==> src/rtl/residue_threshold_scheduler_if.sv <==
// Request/result bus between PE requesters, the residue threshold scheduler and the spike collector.
// Requester i owns slice i of req_valid/req_addr/req_psum and sees its own req_ready bit.
interface residue_threshold_scheduler_if #(
  parameter int NUM_REQ    = 3,
  parameter int DATA_WIDTH = 8,
  parameter int ADDR_WIDTH = 5
);
  logic [NUM_REQ-1:0]                 req_valid;
  logic [NUM_REQ-1:0]                 req_ready;
  logic [NUM_REQ-1:0][ADDR_WIDTH-1:0] req_addr;
  logic [NUM_REQ-1:0][DATA_WIDTH-1:0] req_psum;
  logic                               spike_valid;
  logic                               spike_ready;
  logic [ADDR_WIDTH-1:0]              spike_addr;
  logic                               spike_bit;

  modport master (
    output req_valid, req_addr, req_psum, spike_ready,
    input  req_ready, spike_valid, spike_addr, spike_bit
  );

  modport slave (
    input  req_valid, req_addr, req_psum, spike_ready,
    output req_ready, spike_valid, spike_addr, spike_bit
  );
endinterface

==> src/rtl/residue_threshold_scheduler.sv <==
// Shares one accumulate/threshold datapath among NUM_REQ requesters and owns the per-neuron residues.
// Round-robin grant, read-modify-write of the residue on the accept edge, one registered result per grant.
module residue_threshold_scheduler #(
  parameter int NUM_REQ    = 3,
  parameter int DATA_WIDTH = 8,
  parameter int NUM_NEURON = 25,
  parameter int ADDR_WIDTH = 5,
  parameter int THRESHOLD  = 64
) (
  input  logic                         clk,
  input  logic                         reset,
  residue_threshold_scheduler_if.slave bus,
  input  logic                         clear,
  output logic                         busy,
  output logic                         addr_err
);
  localparam int PTR_W = (NUM_REQ > 1) ? $clog2(NUM_REQ) : 1;
  localparam logic [ADDR_WIDTH-1:0] LAST_ADDR = ADDR_WIDTH'(NUM_NEURON - 1);
  localparam logic [DATA_WIDTH-1:0] THR       = DATA_WIDTH'(THRESHOLD);
  localparam logic [PTR_W-1:0]      LAST_REQ  = PTR_W'(NUM_REQ - 1);

  typedef enum logic [1:0] {S_CLEAR, S_IDLE, S_EMIT} state_t;

  state_t                state;
  logic [ADDR_WIDTH-1:0] clr_idx;
  logic [PTR_W-1:0]      rr_ptr;
  logic                  clear_pend;
  logic [DATA_WIDTH-1:0] residue [NUM_NEURON];

  logic [PTR_W-1:0]      gnt;
  logic                  gnt_vld;
  logic                  accept;
  logic [ADDR_WIDTH-1:0] sel_addr;
  logic [DATA_WIDTH-1:0] sel_psum;
  logic                  in_range;
  logic [DATA_WIDTH-1:0] cur_res;
  logic [DATA_WIDTH:0]   sum_w;
  logic [DATA_WIDTH-1:0] sum_sat;
  logic                  fire;
  logic [DATA_WIDTH-1:0] new_res;

  // Scan downward so the last hit, i.e. the one closest to rr_ptr, wins.
  always_comb begin
    int idx;
    idx     = 0;
    gnt_vld = 1'b0;
    gnt     = rr_ptr;
    for (int k = NUM_REQ - 1; k >= 0; k--) begin
      idx = int'(rr_ptr) + k;
      if (idx >= NUM_REQ) idx = idx - NUM_REQ;
      if (bus.req_valid[PTR_W'(idx)]) begin
        gnt_vld = 1'b1;
        gnt     = PTR_W'(idx);
      end
    end
  end

  always_comb begin
    sel_addr = bus.req_addr[gnt];
    sel_psum = bus.req_psum[gnt];
    in_range = (sel_addr <= LAST_ADDR);
    cur_res  = in_range ? residue[sel_addr] : '0;
    sum_w    = {1'b0, cur_res} + {1'b0, sel_psum};
    sum_sat  = sum_w[DATA_WIDTH] ? '1 : sum_w[DATA_WIDTH-1:0];
    fire     = in_range && (sum_sat > THR);
    new_res  = fire ? (sum_sat - THR) : sum_sat;
  end

  // A same-cycle clear in IDLE pre-empts any grant.
  assign accept = (state == S_IDLE) && !clear && gnt_vld;
  assign busy   = (state == S_CLEAR);

  for (genvar i = 0; i < NUM_REQ; i++) begin : g_ready
    assign bus.req_ready[i] = accept && (gnt == PTR_W'(i));
  end

  always_ff @(posedge clk) begin
    if (reset) begin
      state           <= S_CLEAR;
      clr_idx         <= '0;
      rr_ptr          <= '0;
      clear_pend      <= 1'b0;
      bus.spike_valid <= 1'b0;
      bus.spike_addr  <= '0;
      bus.spike_bit   <= 1'b0;
      addr_err        <= 1'b0;
    end else begin
      case (state)
        S_CLEAR: begin
          residue[clr_idx] <= '0;
          clear_pend       <= 1'b0;
          if (clr_idx == LAST_ADDR) begin
            clr_idx <= '0;
            state   <= S_IDLE;
          end else begin
            clr_idx <= clr_idx + 1'b1;
          end
        end
        S_IDLE: begin
          if (clear) begin
            state    <= S_CLEAR;
            clr_idx  <= '0;
            addr_err <= 1'b0;
          end else if (gnt_vld) begin
            rr_ptr          <= (gnt == LAST_REQ) ? '0 : gnt + 1'b1;
            bus.spike_valid <= 1'b1;
            bus.spike_addr  <= sel_addr;
            bus.spike_bit   <= fire;
            if (in_range) residue[sel_addr] <= new_res;
            else          addr_err          <= 1'b1;
            state <= S_EMIT;
          end
        end
        S_EMIT: begin
          if (bus.spike_ready) begin
            bus.spike_valid <= 1'b0;
            clear_pend      <= 1'b0;
            if (clear_pend || clear) begin
              state    <= S_CLEAR;
              clr_idx  <= '0;
              addr_err <= 1'b0;
            end else begin
              state <= S_IDLE;
            end
          end else if (clear) begin
            clear_pend <= 1'b1;
          end
        end
        default: state <= S_CLEAR;
      endcase
    end
  end
endmodule

==> src/flat_wrapper.sv <==
// flat-port wrapper written by rule: the top's interface ports become plain ports
module residue_threshold_scheduler_flat 
#(
  parameter int NUM_REQ    = 3,
  parameter int DATA_WIDTH = 8,
  parameter int NUM_NEURON = 25,
  parameter int ADDR_WIDTH = 5,
  parameter int THRESHOLD  = 64
)
  (clk, reset, clear, busy, addr_err, bus_req_valid, bus_req_addr, bus_req_psum, bus_spike_ready, bus_req_ready, bus_spike_valid, bus_spike_addr, bus_spike_bit);
  residue_threshold_scheduler_if #(.NUM_REQ(NUM_REQ), .DATA_WIDTH(DATA_WIDTH), .ADDR_WIDTH(ADDR_WIDTH)) bus_i ();
  input  logic clk;
  input  logic reset;
  input  logic clear;
  output logic busy;
  output logic addr_err;
  input wire logic [$bits(bus_i.req_valid)-1:0] bus_req_valid;
  input wire logic [$bits(bus_i.req_addr)-1:0] bus_req_addr;
  input wire logic [$bits(bus_i.req_psum)-1:0] bus_req_psum;
  input wire logic [$bits(bus_i.spike_ready)-1:0] bus_spike_ready;
  output wire logic [$bits(bus_i.req_ready)-1:0] bus_req_ready;
  output wire logic [$bits(bus_i.spike_valid)-1:0] bus_spike_valid;
  output wire logic [$bits(bus_i.spike_addr)-1:0] bus_spike_addr;
  output wire logic [$bits(bus_i.spike_bit)-1:0] bus_spike_bit;
  assign bus_i.req_valid = bus_req_valid;
  assign bus_i.req_addr = bus_req_addr;
  assign bus_i.req_psum = bus_req_psum;
  assign bus_i.spike_ready = bus_spike_ready;
  assign bus_req_ready = bus_i.req_ready;
  assign bus_spike_valid = bus_i.spike_valid;
  assign bus_spike_addr = bus_i.spike_addr;
  assign bus_spike_bit = bus_i.spike_bit;
  residue_threshold_scheduler #(.NUM_REQ(NUM_REQ), .DATA_WIDTH(DATA_WIDTH), .NUM_NEURON(NUM_NEURON), .ADDR_WIDTH(ADDR_WIDTH), .THRESHOLD(THRESHOLD)) u_core (.clk(clk), .reset(reset), .bus(bus_i), .clear(clear), .busy(busy), .addr_err(addr_err));
endmodule
==> config.mk <==
export PLATFORM = sky130hd
export DESIGN_NAME = residue_threshold_scheduler_flat
export DESIGN_NICKNAME = d
export VERILOG_FILES = /design/src/rtl/residue_threshold_scheduler_if.sv /design/src/rtl/residue_threshold_scheduler.sv /design/src/flat_wrapper.sv
export SDC_FILE = /design/constraint.sdc
export NUM_CORES = 1
export LEC_CHECK = 0
export ABC_CLOCK_PERIOD_IN_PS = 9000
export CORE_MARGIN = 1
export CORE_UTILIZATION = 60
export CTS_BUF_LIST = sky130_fd_sc_hd__clkbuf_4 sky130_fd_sc_hd__clkbuf_8
export DETAILED_ROUTE_END_ITERATION = 16
export DONT_BUFFER_PORTS = 1
export PLACE_DENSITY = 0.76
export RECOVER_POWER = 50
export SETUP_SLACK_MARGIN = 0.3
export SYNTH_ARGS = -nofsm -noshare
export SYNTH_HDL_FRONTEND = slang
export SYNTH_SLANG_ARGS = --single-unit
==> constraint.sdc <==
create_clock -name clk -period 9 [get_ports clk]
set_input_delay 0.9 -clock clk [delete_from_list [all_inputs] [get_ports clk]]
set_output_delay 0.9 -clock clk [all_outputs]
set_load 0.1 [all_outputs]
==> impl_results.md, run 1 <==
* Startpoint Class: flip-flop
* Critical path class: flip-flop to flip-flop
* Post-route design area at 0.0114 mm²
* Synth Instances at around 860
* Failing checks: max-capacitance violations, max-slew violations
* Leakage dissipation at 0.00404 µW
* I/O pins at 58
* Synthesized net count at 927
* Area grow syn2layout at 9.42%
* HPWL after detailed placement at 17900 µm
* NumNets Final at about 950
* Max_cap viols at 2
* DP Area at 0.0107 mm²
* Warnings, synthesis at 0
* Inst Count DP at 1063
* Achievable frequency at between 100 and 150 MHz
* Vias at ~7300
* First-pass GRT wire length at 39700 µm
* Antenna Nets Post-Route at 0
* Clock latency on the worst-skew pair at about 0.51 ns
* Initial core utilization at 0.619
* Cts hold-fix bufs at 0
* Most frequent cells in the layout: edfxtp_1 (200), nand2_1 (159), mux2i_1 (60)
* Commonest non-fill, non-tap cell in the layout: edfxtp_1
* Post-synthesis register bit count at 218
* Post-cts gate resize count at 0
* Largest buffer count on any clock path at 3
* Vias in the first global route at 7141
* Int Pwr at 1680 µW
* Crit path DAT at 8.44 ns
* Clk network pwr share at 0.377
* Post-CTS setup buffer count at 0
* Peak supply drop at ~0.19 mV
* Sequential share of power at 0.487
* Sw frac at 0.257
* HP Class: input port to flip-flop
* Drt total wl at 25800 µm
* Clock Skews at 0.0121 ns
* Largest net degree at the start of global routing at 54
* Drt wl/cell at 22.8 µm
* Layout cells sized above 1 at 0.101
* Via/cell ratio at 6.47
* Final hold vios at 0
* Initial antenna violation count at 0
* # setup viols final at 0
* # port buffers at 0
* Total gr overflow at 0
* Root buf cell: clkbuf_8
* Initial DRC count at 801
* Synth Area per Inst at 12.1 µm²
* Buf/Inv on CP at 4
* Mapped Area at 0.0104 mm²
* Most used cell, CP: ha_1
* Critical path's top delay family: compound AO/OA/AOI/OAI gates
* Core Area at 0.0168 mm²
* Count of pins over their slew limit at 9
* GP Congestion at between 0.9 and 1
* Critical path peak fanout at 25
* Fin crit share at 0.913
* DRC errors left at 0
* Post-synth EDFFs at 200
* Clk slew on worst S/H paths at 0.06 ns
* Diodes inserted at 0
* Minimum clock period at ~8.2 ns
* Fin Setup TNS at 0 ns
* Slowest CP cell: a2111oi_0
* Outcome: finished with violations
* Die area at between 0.015 and 0.02 mm²
* Cell Pwr Density at 199 mW/mm²
* Ys async rst share at 0
* Drt first pass iters at 7
* Total net switching power at a little under 600 µW
* Htree depth at 2
* Num CTS Buffers at 36
* CTS tree: yes
* Slew headroom at -0.119
* Worst endpoint required time at 9.22 ns
* Die W at 134 µm
* Final Non-Filler Cells at 1129
* Setup crit end kind: flip-flop
* Clk sink count at 218
* Yosys cell types at 80
* Post-synthesis sequential area ratio at 0.613
* Ys flop type: edfxtp_1
* Cell Rows at 47
* Slowest stage delay, CP at 0.87 ns
* Reg-to-reg slack, setup at around 0.79 ns
* Worst-Margin Slew at around 1.7 ns
* Chip height at 134 µm
* Unrepaired setup endpoints after global routing: no
* Comb power frac at 0.136
* Total GRT Usage at 0.296
[stage by stage]
stage	worst slack, ns	utilization	power (µW)	hold slack, ns
after floorplan	1.62	-	1350	0.465
after global placement	1.53	0.640	1420	0.470
after detailed placement	1.10	0.640	1420	0.499
after CTS	1.07	0.683	2270	0.426
after global routing	0.298	0.678	2340	0.431
final	0.786	0.678	2260	0.452
[layer usage]
metal  vias up  part of all wire  track usage
li1       3333                 -            -
met1      3516              0.40        0.387
met2       375              0.47        0.472
met3        82             0.089       0.0616
met4         0             0.047        0.148
met5         -                 0            0
[flip-flops by register name (all words and copies together), names as in the netlist]
register                count
u_core.residue            200
u_core.bus.spike_addr       5
u_core.clr_idx              5
u_core.rr_ptr               2
u_core.state                2
u_core.addr_err             1
u_core.bus.spike_bit        1
u_core.bus.spike_valid      1
u_core.clear_pend           1
[cells by family after synthesis]
| kind of cell | share of synthesized area |
|---|---|
| adders and majority gates | 0.0248 |
| DFF | 0.613 |
| xor gates and xnor gates | 0.00675 |
| buffers and inverters | 0.0274 |
| and+or+nand+nor | 0.137 |
| muxes | 0.0622 |
| AOI/OAI and AO/OA | 0.129 |
[cell usage after synthesis (all sizes together), types with 3 or more instances]
| library cell | instances | area [µm²] |
|---|---|---|
| or3 | 6 | 37.5 |
| xnor2 | 4 | 35.0 |
| nor2 | 44 | 170 |
| clkbuf | 16 | 60.1 |
| buf | 25 | 160 |
| nand4 | 3 | 18.8 |
| o22ai | 25 | 156 |
| a221oi | 3 | 38.8 |
| nor2b | 8 | 50.1 |
| o32ai | 7 | 61.3 |
| a211oi | 10 | 85.1 |
| and4 | 3 | 26.3 |
| a32oi | 9 | 86.3 |
| ha | 19 | 238 |
| o21a | 4 | 30.0 |
| a2111oi | 6 | 52.6 |
| a22oi | 3 | 27.5 |
| inv | 17 | 63.8 |
| edfxtp | 200 | 6010 |
| mux2i | 60 | 601 |
| nor4 | 10 | 83.8 |
| xor2 | 4 | 35.0 |
| a21oi | 41 | 209 |
| a31oi | 8 | 50.1 |
| a21boi | 3 | 22.5 |
| nand3 | 45 | 225 |
| a211o | 3 | 26.3 |
| a311oi | 7 | 61.3 |
| dfxtp | 18 | 360 |
| nand2b | 9 | 56.3 |
| nor3 | 12 | 65.1 |
| nand2 | 159 | 597 |
| a2bb2oi | 5 | 50.0 |
| a21o | 5 | 37.5 |
| o21ai | 25 | 136 |
[area by class of cell]
type | count | area (µm²)
multi-input combinational | 585 | 3750
fill | 1205 | 5400
inverter | 17 | 63.8
clock buffer | 44 | 568
clock inverter | 22 | 151
tap | 220 | 275
timing repair buffer | 23 | 189
sequential | 218 | 6370
[power groups by stage]
| stage | Sequential [µW] | Combinational, µW | Clock (µW) |
|---|---|---|---|
| after CTS | 1100 | 303 | 868 |
| after global placement | 1120 | 293 | 0 |
| after floorplan | 1120 | 224 | 0 |
| after global routing | 1100 | 331 | 908 |
| final | 1100 | 307 | 855 |
| after detailed placement | 1120 | 300 | 0 |
[path summary, 6_finish.rpt]
| path | from | endpoint | depth (start not counted) |
|---|---|---|---|
| hold / removal | reset | u_core.bus.spike_addr[4] | 1 |
| setup / recovery | u_core.rr_ptr[0] | u_core.residue[18][7] | 28 |
| hold reg to reg | u_core.state[1] | u_core.state[1] | 2 |
| setup reg to reg | u_core.rr_ptr[0] | u_core.residue[18][7] | 28 |
No activity file was read; power rests on OpenSTA's default activity.
==> run 2: changes to the inputs <==
- CTS_BUF_LIST: sky130_fd_sc_hd__clkbuf_4 sky130_fd_sc_hd__clkbuf_8 -> not set
- PLACE_DENSITY: 0.76 -> not set
- PLACE_DENSITY_LB_ADDON: not set -> 0.3
==> impl_results.md, run 2 (same netlist as run 1, synthesis figures left out) <==
* Final worst slack at 0.450 ns
* WHS at 0.432 ns
* Fillers at 1166
* Slowest CP cell: a2bb2oi_4
* Layout cells sized above 1 at 0.0892
* Core Area at 0.0168 mm²
* Failing checks: max-capacitance violations, max-slew violations
* Root buf cell: clkbuf_16
* Initial core utilization at 0.619
* HPWL after detailed placement at 18000 µm
* Int Pwr at about 1700 µW
* Clock Skews at 0.0247 ns
* Clk network pwr share at 0.384
* Largest net degree at the start of global routing at 39
* Drt first pass iters at 7
* Reg2Reg Launch Point: u_core.rr_ptr[0]
* Total net switching power at between 500 and 600 µW
* Leakage dissipation at 0.00402 µW
* Peak supply drop at around 0.16 mV
* Fin util at 0.681
* Cts hold-fix bufs at 0
* Clock latency on the worst-skew pair at 0.53 ns
* Sw frac at 0.258
* Setup crit end kind: flip-flop
* HP Class: input port to flip-flop
* CP Capture Point: u_core.residue[15][7]
* Most frequent cells in the layout: edfxtp_1 (200), nand2_1 (159), mux2i_1 (60)
* Drt total wl at 26900 µm
* Comb power frac at 0.140
* Chip height at 134 µm
* Total gr overflow at 0
* Cells on worst reg2reg path at 29
* Final hold vios at 0
* CTS tree: yes
* Crit path DAT at 8.76 ns
* Fin Setup TNS at 0 ns
* Slew headroom at -0.348
* Worst endpoint required time at 9.21 ns
* Clk slew on worst S/H paths at 0.07 ns
* Htree depth at 1
* Worst setup startpoint: u_core.rr_ptr[0]
* Drt wl/cell at 24.3 µm
* Post-CTS setup buffer count at 0
* Num CTS Buffers at 22
* Commonest non-fill, non-tap cell in the layout: edfxtp_1
* Reg-to-reg slack, setup at 0.45 ns
* Worst-Margin Slew at 2.00 ns
* First-pass GRT wire length at 40300 µm
* Outcome: finished with violations
* Reg2Reg Capture Point: u_core.residue[15][7]
* Unrepaired setup endpoints after global routing: no
* Largest Register: u_core.residue
* DP Worst Slack at 0.509 ns
* Cell Rows at between 40 and 50
* Total GRT Usage at 0.302
* Achievable frequency at ~120 MHz
* Critical path class: flip-flop to flip-flop
* Cell Pwr Density at 203 mW/mm²
* Area grow syn2layout at 9.94%
* Clk sink count at 218
* Fin crit share at 0.950
* Vias in the first global route at 7115
* Largest buffer count on any clock path at 3
* Diodes inserted at 0
* Via/cell ratio at 6.81
* Die area at 0.0178 mm²
* Startpoint Class: flip-flop
* DRC errors left at 0
* Critical path peak fanout at 28
* # setup viols final at 0
* Initial DRC count at 962
* I/O pins at 58
* Register area at between 0.006 and 0.007 mm²
* Vias at 7535
* Top flop regs: u_core.residue x200, u_core.bus.spike_addr x5, u_core.clr_idx x5
* Minimum clock period at 8.55 ns
* Max reg flops at 200
* Slowest stage delay, CP at 0.72 ns
* Initial antenna violation count at 0
* GP Congestion at between 0.9 and 1
* Area of the multi-input gates at 0.00382 mm²
* NumNets Final at 937
* Antenna Nets Post-Route at 0
* Sequential share of power at 0.476
* Count of pins over their slew limit at 31
* Die W at between 100 and 150 µm
* Post-cts gate resize count at 0
* # port buffers at 0
* Max_cap viols at 3
## run 2: changes by cell type in the layout (fill, tap and decap cells not counted), moves of 5 or more
cell / previous run / this run
buf_4: 13 / 18
clkbuf_1: 7 / 13
clkbuf_16: 1 / 23
clkbuf_4: 6 / 0
clkbuf_8: 38 / 0
clkinv_1: 12 / 2
## run 2: worst min path at each step
stage,start,end,slack (ns),depth (start not counted)
2_1_floorplan,u_core.state[1],u_core.state[1],0.46,2
3_3_place_gp,u_core.state[1],u_core.state[1],0.47,2
3_5_place_dp,u_core.state[0],u_core.state[0],0.50,2
4_1_cts,reset,u_core.bus.spike_addr[1],0.43,1
5_1_grt,reset,u_core.bus.spike_addr[0],0.43,1
6_report,reset,u_core.bus.spike_addr[1],0.43,1
## run 2: layer usage
metal / part of all wire / up-vias / GRT usage / wire length [µm]
li1: - / 3301 / - / -
met1: 0.38 / 3590 / 0.408 / 10300
met2: 0.46 / 532 / 0.477 / 12300
met3: 0.12 / 112 / 0.0677 / 3110
met4: 0.041 / 0 / 0.120 / 1120
met5: 0 / - / 0 / 0
## run 2: worst max-delay path, delay by kind of cell, from the launching register on
| family | cells | cell delay [ns] |
|---|---|---|
| DFF | 1 | 0.38 |
| adders and majority gates | 4 | 1.40 |
| buffers and inverters | 4 | 0.65 |
| xor gates and xnor gates | 1 | 0.11 |
| and+or+nand+nor | 10 | 1.84 |
| AOI/OAI and AO/OA | 10 | 3.83 |
## run 2: through the flow
step / cell area [µm²] / power, µW / instances
3_5_place_dp: 10700 / 1420 / 1066
5_1_grt: 11400 / 2370 / 1106
2_1_floorplan: 10400 / 1350 / 861
6_report: 11400 / 2310 / 1106
4_1_cts: 11400 / 2300 / 1105
3_3_place_gp: 10700 / 1420 / 1066
## run 2: layout make-up
class,instances,area share
Sequential cell,218,0.558
Clock buffer,29,0.0505
Timing Repair Buffer,26,0.0178
Clock inverter,10,0.00987
Inverter,17,0.00559
Tap cell,220,0.0241
Multi-Input combinational cell,586,0.334
## run 2: power by group through the flow
stage / clock, µW / sequential [µW] / combinational [µW]
2_1_floorplan: 0 / 1120 / 224
3_3_place_gp: 0 / 1120 / 293
3_5_place_dp: 0 / 1120 / 299
4_1_cts: 893 / 1100 / 301
5_1_grt: 929 / 1100 / 344
6_report: 888 / 1100 / 325
